File: config.mk
export PLATFORM = sky130hd
export DESIGN_NAME = vram_arbiter
export DESIGN_NICKNAME = d
export VERILOG_FILES = /design/src/rtl/vram_arb_defs_pkg.sv /design/src/rtl/vram_arbiter_starve_ctr.sv /design/src/rtl/vram_arbiter.sv
export SDC_FILE = /design/constraint.sdc
export NUM_CORES = 1
export LEC_CHECK = 0
export CELL_PAD_IN_SITES_DETAIL_PLACEMENT = 1
export CELL_PAD_IN_SITES_GLOBAL_PLACEMENT = 1
export CORE_UTILIZATION = 29
export CTS_CLUSTER_DIAMETER = 50
export DETAILED_ROUTE_END_ITERATION = 10
export GPL_TIMING_DRIVEN = 0
export PLACE_DENSITY_LB_ADDON = 0.1
export SYNTH_ARGS = -nofsm -noshare
export SYNTH_HDL_FRONTEND = slang
export SYNTH_SLANG_ARGS = --single-unit
export TNS_END_PERCENT = 50
File: constraint.sdc
create_clock -name clk -period 1.77 [get_ports clk]
set_clock_uncertainty 0.15 [all_clocks]
set_input_delay 0.2655 -clock clk [delete_from_list [all_inputs] [get_ports clk]]
set_output_delay 0.2655 -clock clk [all_outputs]
set_load 0.05 [all_outputs]
File: src/rtl/vram_arb_defs_pkg.sv
// Shared encodings for the VRAM arbiter: RAM slot owner, CPU sequencer states
// and the default RAM geometry.
package vram_arb_defs;

   localparam int DEF_AW = 10;
   localparam int DEF_DW = 8;

   typedef enum logic [1:0] {
      SLOT_NONE = 2'd0,
      SLOT_VID  = 2'd1,
      SLOT_CPU  = 2'd2
   } slot_e;

   typedef enum logic [2:0] {
      C_IDLE  = 3'd0,
      C_PEND  = 3'd1,
      C_ISSUE = 3'd2,
      C_DATA  = 3'd3,
      C_DONE  = 3'd4
   } cpu_state_e;

endpackage

File: src/rtl/vram_arbiter_starve_ctr.sv
// Saturating count of consecutive denied CPU cycles; sat flags count >= LIMIT.
// LIMIT of 0 disables the flag entirely.
module starve_ctr #(
   parameter int LIMIT = 8
) (
   input  logic clk,
   input  logic rst_n,
   input  logic inc,
   input  logic clr,
   output logic sat
);

   generate
      if (LIMIT == 0) begin : g_off
         logic unused_inputs;
         assign unused_inputs = ^{clk, rst_n, inc, clr};
         assign sat = 1'b0;
      end else begin : g_on
         localparam int W = $clog2(LIMIT + 1);
         logic [W-1:0] cnt_q;
         logic [W-1:0] cnt_d;

         always_comb begin
            cnt_d = cnt_q;
            if (clr) begin
               cnt_d = '0;
            end else if (inc && (cnt_q < W'(LIMIT))) begin
               cnt_d = cnt_q + W'(1);
            end
         end

         always_ff @(posedge clk or negedge rst_n) begin
            if (!rst_n) begin
               cnt_q <= '0;
            end else begin
               cnt_q <= cnt_d;
            end
         end

         assign sat = (cnt_q >= W'(LIMIT));
      end
   endgenerate

endmodule

File: src/rtl/vram_arbiter.sv
// Single-port VRAM arbiter: video fetch has priority, the Z80 is stretched with
// cpu_wait_n until its access completes, and a starvation limit bounds CPU delay.
module vram_arbiter
   import vram_arb_defs::*;
#(
   parameter int AW           = DEF_AW,
   parameter int DW           = DEF_DW,
   parameter int CPU_MAX_WAIT = 8
) (
   input  logic          clk,
   input  logic          rst_n,
   input  logic          vid_req,
   input  logic [AW-1:0] vid_addr,
   output logic          vid_ack,
   output logic          vid_valid,
   output logic [DW-1:0] vid_data,
   input  logic          cpu_req,
   input  logic          cpu_we,
   input  logic [AW-1:0] cpu_addr,
   input  logic [DW-1:0] cpu_din,
   output logic [DW-1:0] cpu_dout,
   output logic          cpu_wait_n,
   output logic [AW-1:0] ram_a,
   output logic [DW-1:0] ram_din,
   output logic          ram_we,
   output logic          ram_ce,
   input  logic [DW-1:0] ram_dout
);

   slot_e        slot_q, slot_d;
   cpu_state_e   state_q, state_d;
   logic [AW-1:0] ram_a_q, ram_a_d;
   logic [DW-1:0] ram_din_q, ram_din_d;
   logic          ram_we_q, ram_we_d;
   logic          ram_ce_q, ram_ce_d;
   logic          vid_valid_q, vid_valid_d;
   logic [DW-1:0] cpu_dout_q, cpu_dout_d;

   logic cpu_cand;
   logic cpu_grant;
   logic vid_grant;
   logic starve_sat;

   // A dropped request in C_PEND must not win a slot, so candidacy needs cpu_req.
   assign cpu_cand  = cpu_req && ((state_q == C_IDLE) || (state_q == C_PEND));
   assign cpu_grant = cpu_cand && (!vid_req || starve_sat);
   assign vid_grant = vid_req && !cpu_grant;

   starve_ctr #(
      .LIMIT (CPU_MAX_WAIT)
   ) u_starve (
      .clk   (clk),
      .rst_n (rst_n),
      .inc   (cpu_cand && !cpu_grant),
      .clr   (!cpu_cand || cpu_grant),
      .sat   (starve_sat)
   );

   always_comb begin
      slot_d      = SLOT_NONE;
      ram_a_d     = ram_a_q;
      ram_din_d   = ram_din_q;
      ram_we_d    = 1'b0;
      state_d     = state_q;
      cpu_dout_d  = cpu_dout_q;
      vid_valid_d = (slot_q == SLOT_VID);

      if (cpu_grant) begin
         slot_d    = SLOT_CPU;
         ram_a_d   = cpu_addr;
         ram_din_d = cpu_din;
         ram_we_d  = cpu_we;
      end else if (vid_grant) begin
         slot_d  = SLOT_VID;
         ram_a_d = vid_addr;
      end
      ram_ce_d = (slot_d != SLOT_NONE);

      case (state_q)
         C_IDLE: begin
            if (cpu_req) begin
               state_d = cpu_grant ? C_ISSUE : C_PEND;
            end
         end
         C_PEND: begin
            if (!cpu_req) begin
               state_d = C_IDLE;
            end else if (cpu_grant) begin
               state_d = C_ISSUE;
            end
         end
         // ram_we_q is only ever set by a CPU write slot, which is the one on the RAM now.
         C_ISSUE: state_d = ram_we_q ? C_DONE : C_DATA;
         C_DATA: begin
            cpu_dout_d = ram_dout;
            state_d    = C_DONE;
         end
         C_DONE: begin
            if (!cpu_req) begin
               state_d = C_IDLE;
            end
         end
         default: state_d = C_IDLE;
      endcase
   end

   always_ff @(posedge clk or negedge rst_n) begin
      if (!rst_n) begin
         slot_q      <= SLOT_NONE;
         state_q     <= C_IDLE;
         ram_a_q     <= '0;
         ram_din_q   <= '0;
         ram_we_q    <= 1'b0;
         ram_ce_q    <= 1'b0;
         vid_valid_q <= 1'b0;
         cpu_dout_q  <= '0;
      end else begin
         slot_q      <= slot_d;
         state_q     <= state_d;
         ram_a_q     <= ram_a_d;
         ram_din_q   <= ram_din_d;
         ram_we_q    <= ram_we_d;
         ram_ce_q    <= ram_ce_d;
         vid_valid_q <= vid_valid_d;
         cpu_dout_q  <= cpu_dout_d;
      end
   end

   assign vid_ack    = vid_grant && rst_n;
   assign vid_valid  = vid_valid_q;
   assign vid_data   = ram_dout;
   assign cpu_dout   = cpu_dout_q;
   assign cpu_wait_n = !rst_n || !(cpu_req && (state_q != C_DONE));
   assign ram_a      = ram_a_q;
   assign ram_din    = ram_din_q;
   assign ram_we     = ram_we_q;
   assign ram_ce     = ram_ce_q;

endmodule

# --- Word level (Yosys, flattened, before mapping) ---
# Index checks and enable logic that the tools add are counted.
op_classes:
  n_mux: 14
  n_reduce_logical: 21
  bitwise_logic: 0
  addsub: 1
  order_cmp: 2
  multipliers: 0
  eq_ne: 9
  shift: 0
  div_mod_pow: 0
op_table:
  columns: ["op", "n"]
  rows:
  - ["two-way mux 10 bit", 2]
  - ["two-way mux 3 bit", 5]
  - ["case mux 3 bit (5 select lines)", 1]
  - ["two-way mux 4 bit", 2]
  - ["logical AND 1 bit", 7]
  - ["== test 3 x 2 -> 1 bit (second input constant)", 2]
  - ["inequality test 3 bit (second input constant)", 2]
  - ["nonzero test 2 bit", 3]
  - ["zero test 1 bit", 5]
  - ["adder 4 x 1 -> 4 bit (second input constant)", 1]
  - ["greater-or-equal comparator 4 bit (second input constant)", 1]
  - ["logical OR 1 bit", 4]
  - ["less-than comparator 4 bit (second input constant)", 1]
  - ["two-way mux 2 bit", 2]
  - ["inequality test 2 bit (second input constant)", 2]
  - ["== test 3 x 1 -> 1 bit (second input constant)", 1]
  - ["== test 3 bit (second input constant)", 1]
  - ["zero test 3 bit", 1]
  - ["AND reduction 3 bit", 1]
  - ["== test 2 x 1 -> 1 bit (second input constant)", 1]
  - ["two-way mux 1 bit", 2]
totals:
  elab_cells: 56
  in_bits: 41
  ramBits: 0
  ff_bits: 38
  latchBits: 0
  romBits: 0
  n_memories: 0

# --- Logic depth before layout (Yosys ltp) ---
# Gate-level depths: netlist (run 1).
logic_depth:
  ltp_word: 9
  ltp_mapped: 6

# --- Hierarchy ---
# Synthesis (run 1) repeated with hierarchy kept, for this count alone.
unflattened:
  cells_unflattened: 140
  area_unflattened_um2: 1846.8
by_module_without_submodules:
  columns: ["module", "n_inst", "area_per_inst_um2", "cells_per_inst", "seq_area_each_um2"]
  rows:
  - ["vram_arbiter", 1, 1637.8, 121, 850.8]
  - ["starve_ctr", 1, 209.0, 19, 100.1]

# --- Least setup slack after synthesis (run 1) ---
# No wires, ideal clock.
synth_path:
  kind: "register to register"
  start: "register state_q[1]"
  end: "register ram_a_q[6], in the netlist ram_a[6]"
  stages_incl_launch_ff: 6
  n_path_buf: 2
  arrival_time_ns: 1.541
  slack_ns: -0.043
  setup_ns: 0.123
  synth_period_minus_slack_ns: 1.813
  path_cell_list: "dfrtp_1 > buf_6 > nor3b_4 > buf_8 > mux2_1 > o221a_2"
synth_between:
  elab_chain_cells: 7
  elab_cells_between_ends: 9
  cone_classes: "1 x eq/ne; 1 x mux; 7 x reduce/logical"
synth_lines:
  columns: ["element", "line", "source"]
  rows:
  - ["start, declared", "vram_arbiter.sv:31", "cpu_state_e state_q, state_d;"]
  - ["start signal, assigned", "vram_arbiter.sv:119", "state_q <= state_d;"]
  - ["== test 3 x 1 -> 1 bit or zero test 3 bit (tied branches)", "vram_arbiter.sv:45", "assign cpu_cand = cpu_req && ((state_q == C_IDLE) || (state_q == C_PEND));"]
  - ["logical OR 1 bit *", "vram_arbiter.sv:45", null]
  - ["logical AND 1 bit *", "vram_arbiter.sv:45", null]
  - ["logical AND 1 bit *", "vram_arbiter.sv:46", "assign cpu_grant = cpu_cand && (!vid_req || starve_sat);"]
  - ["zero test 1 bit", "vram_arbiter.sv:47", "assign vid_grant = vid_req && !cpu_grant;"]
  - ["logical AND 1 bit", "vram_arbiter.sv:47", null]
  - ["nonzero test 2 bit (no line)", null, null]
  - ["end signal, assigned", "vram_arbiter.sv:120", "ram_a_q <= ram_a_d;"]
  - ["end, declared", "vram_arbiter.sv:32", "logic [AW-1:0] ram_a_q, ram_a_d;"]
# Every way passes the cells marked *; elsewhere a longest branch is shown, timed or not.
# A chain may end at the register's enable or synchronous reset.

# --- Final worst setup path (run 1) ---
layout_path:
  start: "register state_q[2]"
  end: "output port vid_ack"
layout_between:
  elab_chain_cells: 7
  elab_cells_between_ends: 8
  cone_classes: "1 x eq/ne; 7 x reduce/logical"
layout_lines:
  columns: ["element", "line", "source"]
  rows:
  - ["== test 3 x 1 -> 1 bit or zero test 3 bit (tied branches)", "vram_arbiter.sv:45", null]
  - ["logical OR 1 bit *", "vram_arbiter.sv:45", null]
  - ["logical AND 1 bit *", "vram_arbiter.sv:45", null]
  - ["logical AND 1 bit *", "vram_arbiter.sv:46", null]
  - ["zero test 1 bit *", "vram_arbiter.sv:47", null]
  - ["logical AND 1 bit *", "vram_arbiter.sv:47", null]
  - ["logical AND 1 bit *", "vram_arbiter.sv:129", "assign vid_ack = vid_grant && rst_n;"]
  - ["end, declared", "vram_arbiter.sv:14", "output logic vid_ack,"]
# Marked as above.

==> reports/results.tsv, run 1 <==
stage	metric	value	unit
status	status	complete, but fails checks	
status	violations	hold timing, setup timing	
die	die_area	0.00654	mm2
synthesis	ys.flop_type	dfrtp_1	
place	hpwlAfterDp	3.53	mm
layout	finalInstanceArea	0.00290	mm2
route	num_vias	1399	
sta	report.final.setup_viol	1	
layout	synthToLayoutAreaGrowth	60.6	%
route	drtIter0Drc	37	
place	place_inst	288	
layout	final_layout_size_suffix_gt1_share	35.7	%
place	placed_area	0.00273	mm2
synthesis	yosysWarnings	0	
sta	slew_violations	0	
place	portBuffers	79	
clocking	cts.path.max_buffers	2	
place	place_ws	-1.07	ns
route	avgViaCountPerCell	4.63	
layout	fin_util	48.7	%
synthesis	synthesis.nets	177	
synthesis	synthCells	134	
sta	finalCritPeriodShare	100	%
layout	nets	269	
place	gp_congestion	0.703	
synthesis	ys_types	27	
layout	final_cell_mix	clkdlybuf4s50_1 (37), dfrtp_1 (36), dlygate4sd2_1 (30), buf_4 (20), mux2_4 (14)	
route	drc	0	
clocking	insertion_delay	0.30	ns
route	drt-total-wl	5.05	mm
setup_path	cp.arrival	1.35	ns
layout	fin_cells	302	
die	placementRows	28	
clocking	path_clk_slew	0.08	ns
sta	hold_viol_final	38	
power_and_ir_drop	p_per_area	1520	mW/mm2
global_routing	overflow	0	
route	postRouteAntennaNets	0	
hold_path	hp-class	input pin to async pin	
global_routing	grt_pass1_wl	7.46	mm
sta	fin_crit	1.77	ns
sta	fin_hold_ws	-0.217	ns
clocking	root_buffer	clkbuf_8	
clocking	h-tree-depth	2	
die	io_pins	80	
route	drtPass1Iterations	3	
global_routing	antenna_found_initial	0	
sta	max_slew.worst_pin.slew	0.516	ns
synthesis	yosysSeqAreaShare	52.7	%
setup_path	start_kind	register	
synthesis	syn_area_per_cell	13.5	um2
setup_path	crit_fanout	6	
layout	layout_commonest_cell	clkdlybuf4s50_1	
sta	clock.fmax	565	MHz
die	die_w	80.9	um
clocking	cts_tree	done	
setup_path	worst_setup_path_end_kind	output port	
clocking	cts.sinks	38	
power_and_ir_drop	p_leak	1.32	nW
global_routing	grt_util_all_layers	15.5	%
synthesis	synthesis.area	0.00180	mm2
synthesis	ys_ff_latch	38	
layout	diodes	0	
sta	relSlewSlack	65.8	%
synthesis	ys_async_sr_fraction	100	%
die	start_util	30.3	%
sta	finalWorstSetupSlack	-0.0000892	ns
global_routing	grt_max_degree	41	
setup_path	crit_required	1.35	ns
global_routing	grt_pass1_vias	1534	
run	drv_cap	0	
die	core	0.00596	mm2
power_and_ir_drop	vdd_drop_max	0.648	mV
route	avgRoutedWirePerCell	16.7	um
synthesis	synth-edff-count	0	
die	die_h	80.9	um
clocking	cts_buffers	5	
setup_path	path_class	register to output port	
==> cells in the mapped netlist, types with 2 or more instances <==
cell / instances / area, um2
nor2_1: 4 / 15.0
mux2_1: 4 / 45.0
and3_1: 3 / 18.8
a21oi_1: 2 / 10.0
inv_1: 5 / 18.8
nand3b_1: 11 / 82.6
buf_4: 9 / 67.6
nor2b_1: 3 / 18.8
mux2_2: 14 / 158
ha_1: 2 / 25.0
clkbuf_1: 3 / 11.3
o221a_2: 10 / 113
nand2_1: 6 / 22.5
dfrtp_1: 38 / 951
mux2_4: 8 / 120
==> layout make-up <==
type                            count  area [um2]
Sequential cell                    38         953
Buffer                             13         110
Inverter                            5        18.8
Fill cell                         649        3060
Tap cell                           75        93.8
Clock buffer                        5        68.8
Multi-Input combinational cell     77         810
Clock inverter                      3        40.0
Timing Repair Buffer               86         803
==> layer usage <==
metal  part of all wire, %  track usage [%]  up-vias  wire [um]
met3                   5.8             4.04        5        292
met5                     0                0        -          0
li1                      -                -      655          -
met1                    41             18.4      688       2070
met2                    52             27.2       51       2640
met4                  0.99             4.82        0         50
==> report_power, final <==
part	internal (mW)	switching [mW]
logic	0.940	1.40
clock network	0.415	0.317
registers	1.15	0.164
==> cells by family after synthesis <==
kind of cell	share of synthesized area [%]
AO/OA/AOI/OAI	7.70
XOR/XNOR	0.486
adder cells (fa/ha/maj)	1.39
buffers and inverters	6.86
flip-flops	52.7
multiplexers	17.9
AND/OR/NAND/NOR	13.0
==> metrics by stage <==
step / TNS (ns) / hold slack (ns) / total power, mW
finish: -0.0000892 / -0.217 / 4.39
global route: -0.0512 / -0.167 / 4.60
CTS: -0.103 / -0.201 / 4.42
detailed placement: -15.59 / 0.243 / 3.71
global placement: -43.62 / 0.233 / 3.65
floorplan: -0.0901 / -0.180 / 2.93
==> worst paths after layout <==
| check | from | endpoint | slack [ns] | cells past startpoint |
|---|---|---|---|---|
| setup / recovery | state_q[2] | vid_ack | -0.00009 | 3 |
| hold / removal | rst_n | ram_a[4] | -0.22 | 1 |
| setup reg to reg | state_q[1] | ram_a[3] | 0.04 | 5 |
| hold reg to reg | slot_q[1] | vid_valid | 0.25 | 1 |
| max in group asynchronous | rst_n | state_q[2] | 1.29 | 1 |
| min in group clk | slot_q[1] | vid_valid | 0.25 | 1 |
==> critical path, stage by stage (launching register included) <==
cell	delay, ns
dfrtp_2	0.46
nand4bb_1	0.27
and3_4	0.20
buf_6	0.14
==> timing repair <==
item	4_1_cts	5_1_grt
pin swaps	3	4
buffers inserted	6	1
setup endpoints to repair	64	20
resized for setup	67	17
endpoints found under the hold margin	38	38
==> state kept, by name, indices dropped and copies added, names as in the netlist <==
register,flops
u_starve.g_on.cnt_q,4
state_q,3
ram_a,10
ram_ce,1
slot_q,2
cpu_dout,8
ram_we,1
vid_valid,1
ram_din,8
(Power assumes the default switching activity.)
==> run 2, diff against run 1 <==
--- a/config.mk
+++ b/config.mk
@@ -11,7 +11,7 @@
 export CTS_CLUSTER_DIAMETER = 50
 export DETAILED_ROUTE_END_ITERATION = 10
 export GPL_TIMING_DRIVEN = 0
-export PLACE_DENSITY_LB_ADDON = 0.1
+export PLACE_DENSITY = 0.86
 export SYNTH_ARGS = -nofsm -noshare
 export SYNTH_HDL_FRONTEND = slang
 export SYNTH_SLANG_ARGS = --single-unit
==> run 2 against run 1 <==
Effect of this change:
- the flow still finishes with violations (hold timing, setup timing)
- sequential share of layout area up 0.64 points
- combinational power fell by 3%
- total power fell by 4.7%
- sequential cell count did not move
- maximum frequency is 0.94% lower
- critical path type unchanged
- highest routed layer unchanged
==> reports/results.tsv, run 2 (synthesized netlist as in run 1, its figures left out) <==
stage	metric	value	unit	change
sta	report.final.setup_viol	1		unchanged
route	avgViaCountPerCell	4.69		+1.3%
sta	finalWorstSetupSlack	-0.0168	ns	-0.0168 ns
layout	multiInputGateArea	801	um2	-1.1%
global_routing	grt_pass1_wl	7.38	mm	-1.1%
die	die_area	0.00654	mm2	unchanged
sta	slew_violations	0		unchanged
layout	seq_area	952	um2	-0.13%
global_routing	grt_util_all_layers	15.1	%	-0.45 points
setup_path	cp.arrival	1.37	ns	+0.02 ns
setup_path	path_class	register to output port		
setup_path	start_kind	register		
layout	largest_register_ffs	10		unchanged
power_and_ir_drop	p_per_area	1470	mW/mm2	-2.7%
clocking	cts_buffers	5		unchanged
route	drtPass1Iterations	2		-1
setup_path	r2r_setup_slack	0	ns	-0.04 ns
power_and_ir_drop	internal_power	2.35	mW	-6.1%
sta	relSlewSlack	64.5	%	-1.3 points
clocking	path_clk_slew	0.08	ns	about the same
route	avgRoutedWirePerCell	15.3	um	-8.4%
die	placementRows	28		unchanged
layout	fillerInstances	651		+0.31%
sta	fin_hold_ws	-0.208	ns	+0.00887 ns
sta	fin_crit	1.79	ns	+0.0168 ns
global_routing	grt_pass1_vias	1561		+1.8%
clocking	cts.sinks	38		unchanged
status	violations	hold timing, setup timing		
hold_path	hp-class	input pin to async pin		
global_routing	grt_max_degree	41		unchanged
setup_path	crit_required	1.35	ns	about the same
sta	rsz0062_at_grt	yes		
power_and_ir_drop	pwr-share-seq	31.1	%	+1.1 points
global_routing	overflow	0		unchanged
layout	final_cell_mix	dfrtp_1 (37), clkdlybuf4s50_1 (37), dlygate4sd2_1 (31), buf_4 (19), mux2_2 (14)		
setup_path	crit_fanout	7		+1
sta	hold_viol_final	38		unchanged
layout	synthToLayoutAreaGrowth	57.4	%	
route	postRouteAntennaNets	0		unchanged
power_and_ir_drop	power	4.19	mW	-4.7%
sta	finalCritPeriodShare	101	%	+0.95 points
place	portBuffers	79		unchanged
die	start_util	30.3	%	unchanged
power_and_ir_drop	p_comb_share	54.1	%	+0.7 points
route	drtIter0Drc	41		+11%
place	hpwlAfterDp	3.31	mm	-6.2%
global_routing	antenna_found_initial	0		unchanged
place	gp_congestion	0.796		+13%
setup_path	worst_setup_path_end_kind	output port		
power_and_ir_drop	swShare	43.8	%	+0.87 points
place	place_ws	-1.07	ns	-0.00175 ns
run	drv_cap	0		unchanged
power_and_ir_drop	p_leak	1.28	nW	-3.5%
route	num_vias	1408		+0.64%
clocking	cts.path.max_buffers	2		unchanged
route	drt-total-wl	4.60	mm	-9.0%
power_and_ir_drop	vdd_drop_max	0.707	mV	+9.2%
layout	final_layout_size_suffix_gt1_share	34.7	%	-1.0 points
die	die_w	80.9	um	unchanged
die	die_h	80.9	um	unchanged
clocking	insertion_delay	0.28	ns	-0.02 ns
layout	diodes	0		unchanged
power_and_ir_drop	p_sw	1.83	mW	-2.7%
sta	max_slew.worst_pin.slew	0.533	ns	+0.0173 ns
die	io_pins	80		unchanged
clocking	cts_tree	done		
route	drc	0		unchanged
clocking	root_buffer	clkbuf_8		
sta	clock.fmax	560	MHz	-0.94%
layout	nets	267		-0.74%
die	core	0.00596	mm2	unchanged
power_and_ir_drop	clkPwrFrac	14.8	%	-1.9 points
status	status	complete, but fails checks		
clocking	h-tree-depth	2		unchanged
-- run 2: layer usage --
layer	track usage [%]	up-vias	share of wire (%)
met1	16.9	693	41
met5	0	-	0
li1	-	650	-
met3	5.17	5	7.5
met2	27.1	60	51
met4	3.93	0	0.78
-- run 2: critical path: stages, from the launching register on --
cell and delay [ns]:
dfrtp_1 0.38, buf_6 0.14, nand4bb_4 0.22, and3_4 0.20, buf_6 0.15
-- run 2: per-stage QoR --
step,hold WS [ns],TNS [ns],utilization [%],area (um2),cells
2_1_floorplan,-0.180,-0.0901,-,1850,134
3_3_place_gp,0.231,-41.87,46.0,2740,288
3_5_place_dp,0.248,-15.78,45.9,2730,288
4_1_cts,-0.198,-0.0826,47.6,2840,300
5_1_grt,-0.170,-0.439,47.7,2840,300
6_report,-0.208,-0.0168,47.7,2840,300
-- run 2: power groups by stage --
stage,Sequential (mW),Clock (mW),Combinational (mW)
floorplan,2.15,0,0.772
global placement,1.31,0,2.33
detailed placement,1.33,0,2.37
CTS,1.31,0.637,2.27
global route,1.35,0.676,2.38
finish,1.30,0.620,2.26
-- run 2: final cells by class --
| cell class | count | share of cell area (%) |
|---|---|---|
| inverter | 5 | 0.661 |
| tap | 75 | 3.31 |
| timing repair buffer | 83 | 26.8 |
| multi-input combinational | 77 | 28.2 |
| clock buffer | 7 | 3.04 |
| sequential | 38 | 33.5 |
| clock inverter | 1 | 0.176 |
| buffer | 14 | 4.28 |
-- run 2: timing repair --
item,4_1_cts,5_1_grt
setup endpoints to repair,63,27
endpoints found under the hold margin,38,38
pin swaps,1,0
gates resized for setup,67,11
setup buffers,4,0
-- run 2: final timing paths --
check | cells past startpoint | to | start
worst max-delay path | 4 | vid_ack | state_q[1]
worst min-delay path | 1 | ram_din[6] | rst_n
worst max register to register | 6 | ram_a[8] | state_q[1]
worst min register to register | 1 | vid_valid | slot_q[1]
max in group asynchronous | 1 | state_q[2] | rst_n
min in group clk | 1 | vid_valid | slot_q[1]
==> run 3, diff against run 2 <==
--- a/config.mk
+++ b/config.mk
@@ -9,10 +9,13 @@
 export CELL_PAD_IN_SITES_GLOBAL_PLACEMENT = 1
 export CORE_UTILIZATION = 29
 export CTS_CLUSTER_DIAMETER = 50
+export CTS_CLUSTER_SIZE = 10
 export DETAILED_ROUTE_END_ITERATION = 10
 export GPL_TIMING_DRIVEN = 0
+export HOLD_SLACK_MARGIN = 0.1
 export PLACE_DENSITY = 0.86
 export SYNTH_ARGS = -nofsm -noshare
 export SYNTH_HDL_FRONTEND = slang
+export SYNTH_HIERARCHICAL = 1
 export SYNTH_SLANG_ARGS = --single-unit
 export TNS_END_PERCENT = 50
==> run 3 against run 2 <==
Effect of this change:
- the run ends with setup timing left
- sequential share of layout area shrank 3.0 points
- synthesized cell count grew 4.5%
- sequential power barely moved
- global-route usage grew 2.2 points
- cell count is 7.0% higher
- hold slack gained 0.47 ns
- combinational power grew 10%
- register-to-register slack worse by 0.03 ns
- via count up 7.9%
- clock-buffer cell count decreased by 1
- maximum frequency shrank 1.3%
- first-iteration DRC count is 37% higher
- critical path type unchanged
==> reports/results.tsv, run 3 <==
stage	metric	value	unit	change
place	portBuffers	79		unchanged
route	drtIter0Drc	56		+37%
sta	fin_crit	1.81	ns	+0.0234 ns
setup_path	crit_chain	nand4bb_1 -> and3_1 -> buf_4		
sta	finalSetupTns	-0.126	ns	-0.109 ns
sta	relSlewSlack	64.2	%	-0.31 points
die	die_h	81.8	um	+1.1%
clocking	cts.path.max_buffers	2		unchanged
sta	hold_viol_final	0		-100%
place	hpwlAfterDp	3.40	mm	+2.7%
synthesis	yosysWarnings	6		+6
sta	rsz0062_at_grt	yes		
hold_path	whs_endpoint	vid_valid		
setup_path	r2r_setup_slack	-0.03	ns	-0.03 ns
route	avgViaCountPerCell	4.73		+0.83%
setup_path	path_class	register to output port		
layout	largest_register_ffs	10		unchanged
setup_path	worst_r2r_path_depth	8		+2
power_and_ir_drop	swShare	43.6	%	-0.20 points
place	placed_area	0.00276	mm2	+0.87%
route	drc	0		unchanged
power_and_ir_drop	p_sw	1.94	mW	+5.6%
power_and_ir_drop	vdd_drop_max	0.749	mV	+5.8%
synthesis	ys_types	28		+3.7%
setup_path	start_kind	register		
setup_path	worst_setup_path_end_kind	output port		
layout	synthToLayoutAreaGrowth	69.2	%	
die	start_util	30.6	%	+0.35 points
sta	fin_hold_ws	0.266	ns	+0.474 ns
setup_path	crit_buf_inv	1		-1
global_routing	grt_pass1_wl	8.35	mm	+13%
clocking	cts.sinks	38		unchanged
global_routing	overflow	0		unchanged
power_and_ir_drop	p_comb_share	56.2	%	+2.1 points
setup_path	r2r_start	state_q[2]		
status	violations	setup timing		
die	die_w	81.8	um	+1.1%
synthesis	synth_xor_area_share	0.949	%	+0.46 points
hold_path	min_from	slot_q[1]		
synthesis	yosysSeqAreaShare	51.5	%	-1.2 points
synthesis	synth_top_family_by_area	multiplexers		
die	io_pins	80		unchanged
synthesis	synth_fa_ha_area_share	1.36	%	-0.032 points
clocking	path_clk_slew	0.08	ns	about the same
run	drv_cap	0		unchanged
global_routing	grt_max_degree	33		-20%
synthesis	ys.flop_type	dfrtp_1		
sta	finalCritPeriodShare	102	%	+1.3 points
place	gp_congestion	0.779		-2.1%
layout	finalInstanceArea	0.00313	mm2	+10%
die	placementRows	28		unchanged
global_routing	grt_pass1_vias	1630		+4.4%
layout	fillerInstances	639		-1.8%
synthesis	muxShareOfSynthArea	18.0	%	+0.13 points
die	die_area	0.00669	mm2	+2.3%
power_and_ir_drop	p_per_area	1420	mW/mm2	-3.6%
die	core	0.00603	mm2	+1.2%
sta	slew_violations	0		unchanged
synthesis	ys_async_sr_fraction	100	%	unchanged
synthesis	synth_most_common_cell	dfrtp_1		
synthesis	synthCells	140		+4.5%
setup_path	critPathTopFamily	flip-flops		
sta	max_slew.worst_pin.slew	0.540	ns	+0.00678 ns
layout	nets	288		+7.9%
synthesis	synth_compound_area_share	7.99	%	+0.30 points
clocking	h-tree-depth	2		unchanged
setup_path	cp.arrival	1.39	ns	+0.02 ns
global_routing	antenna_found_initial	0		unchanged
sta	finalWorstSetupSlack	-0.0402	ns	-0.0234 ns
synthesis	ys_ff_latch	38		unchanged
clocking	root_buffer	clkbuf_8		
layout	fin_util	51.9	%	+4.2 points
layout	fin_cells	321		+7.0%
sta	clock.fmax	552	MHz	-1.3%
synthesis	synthesis.nets	183		+3.4%
setup_path	crit_slowest_cell	dfrtp_2		
synthesis	synthTopCellsByCount	dfrtp_1 (38), mux2_2 (13), nand3b_1 (12), o221a_2 (10), buf_4 (9)		
power_and_ir_drop	pwr-share-seq	29.6	%	-1.5 points
setup_path	r2r-end	u_starve/g_on.cnt_q[1]		
setup_path	crit_required	1.35	ns	about the same
hold_path	hp-class	register to register		
setup_path	crit_fanout	7		unchanged
synthesis	synthesis.area	0.00185	mm2	+2.4%
setup_path	max_stage_delay	0.47	ns	+0.09 ns
hold_path	hold_depth	1		
synthesis	synth_area_leader_cell	dfrtp_1		
synthesis	synth-simple-area-share	13.3	%	+0.31 points
power_and_ir_drop	power	4.44	mW	+6.1%
synthesis	syn_area_per_cell	13.2	um2	-2.0%
clocking	cts_tree	done		
clocking	insertion_delay	0.29	ns	about the same
power_and_ir_drop	p_leak	1.43	nW	+12%
synthesis	synth-edff-count	0		unchanged
route	drtPass1Iterations	4		+2
sta	report.final.setup_viol	7		+6
route	num_vias	1519		+7.9%
layout	layout_commonest_cell	clkdlybuf4s50_1		
global_routing	grt_util_all_layers	17.2	%	+2.2 points
layout	final_cell_mix	clkdlybuf4s50_1 (37), dfrtp_1 (35), dlygate4sd2_1 (30), buf_4 (27), mux2_4 (18)		
place	place_inst	295		+2.4%
place	place_ws	-0.985	ns	+0.0869 ns
route	drt-total-wl	5.59	mm	+21%
power_and_ir_drop	clkPwrFrac	14.2	%	-0.6 points
layout	final_layout_size_suffix_gt1_share	39.0	%	+4.4 points
clocking	cts_buffers	5		unchanged
route	avgRoutedWirePerCell	17.4	um	+14%
synthesis	synth_top_area_share	51.5	%	-1.2 points
route	postRouteAntennaNets	0		unchanged
layout	diodes	0		unchanged
synthesis	synthTopCellsByArea	dfrtp_1 (51%), mux2_2 (7.9%), mux2_4 (6.5%)		
power_and_ir_drop	internal_power	2.51	mW	+6.5%
status	status	complete, but fails checks		
## run 3: worst register-to-register path, delay by kind of cell (launching register included)
family	cells	cell delay, ns
buf+inv	3	0.34
mux	1	0.22
flops	1	0.47
simple gates	4	0.53
## run 3: power by group through the flow
| stage | Sequential (mW) | Clock, mW | Combinational (mW) |
|---|---|---|---|
| after floorplan | 2.15 | 0 | 0.742 |
| after global placement | 1.30 | 0 | 2.31 |
| after detailed placement | 1.31 | 0 | 2.34 |
| after CTS | 1.30 | 0.657 | 2.39 |
| after global routing | 1.36 | 0.699 | 2.61 |
| final | 1.32 | 0.632 | 2.49 |
## run 3: cell type report
cell class                      count  area (um2)  share of cell area, %
Tap cell                           75        93.8                   3.00
Clock buffer                        6        82.6                   2.64
Inverter                            6        25.0                  0.801
Buffer                             14         114                   3.64
Clock inverter                      2        12.5                  0.400
Sequential cell                    38         955                   30.5
Multi-Input combinational cell     81         917                   29.3
Timing Repair Buffer               99         926                   29.6
## run 3: how the worst max path moves through the flow
stage	from	end	slack, ns	depth (start not counted)
2_1_floorplan	state_q[1]	u_starve/g_on.cnt_q[1]	-0.12	9
4_1_cts	u_starve/g_on.cnt_q[3]	vid_ack	-0.11	4
6_report	state_q[2]	vid_ack	-0.04	3
3_3_place_gp	rst_n	vid_ack	-1.90	3
5_1_grt	state_q[1]	u_starve/g_on.cnt_q[2]	-0.11	9
3_5_place_dp	vid_req	vid_ack	-0.98	4
## run 3: logic make-up (layout without fill, tap and decap cells)
logic type,after synthesis,after routing
AND/OR/NAND/NOR,35,35
multiplexers,27,27
AO/OA/AOI/OAI,15,15
adder cells (fa/ha/maj),2,2
flip-flops,38,38
XOR/XNOR,2,2
buffers and inverters,21,127
## run 3: timing repair
item | CTS | global route
hold buffers | 3 | 0
setup buffers | 10 | 7
pin swaps | 4 | 12
setup endpoints to repair | 61 | 31
endpoints found under the hold margin | 38 | 0
resized for setup | 76 | 28
## run 3: metal layers
layer / routed length (um) / part of all wire (%) / global-route usage (%) / up-vias
met1: 2180 / 39 / 19.8 / 776
met5: 0 / 0 / 0 / -
met4: 49 / 0.88 / 4.74 / 0
li1: - / - / - / 698
met2: 3110 / 56 / 31.2 / 41
met3: 248 / 4.4 / 4.44 / 4
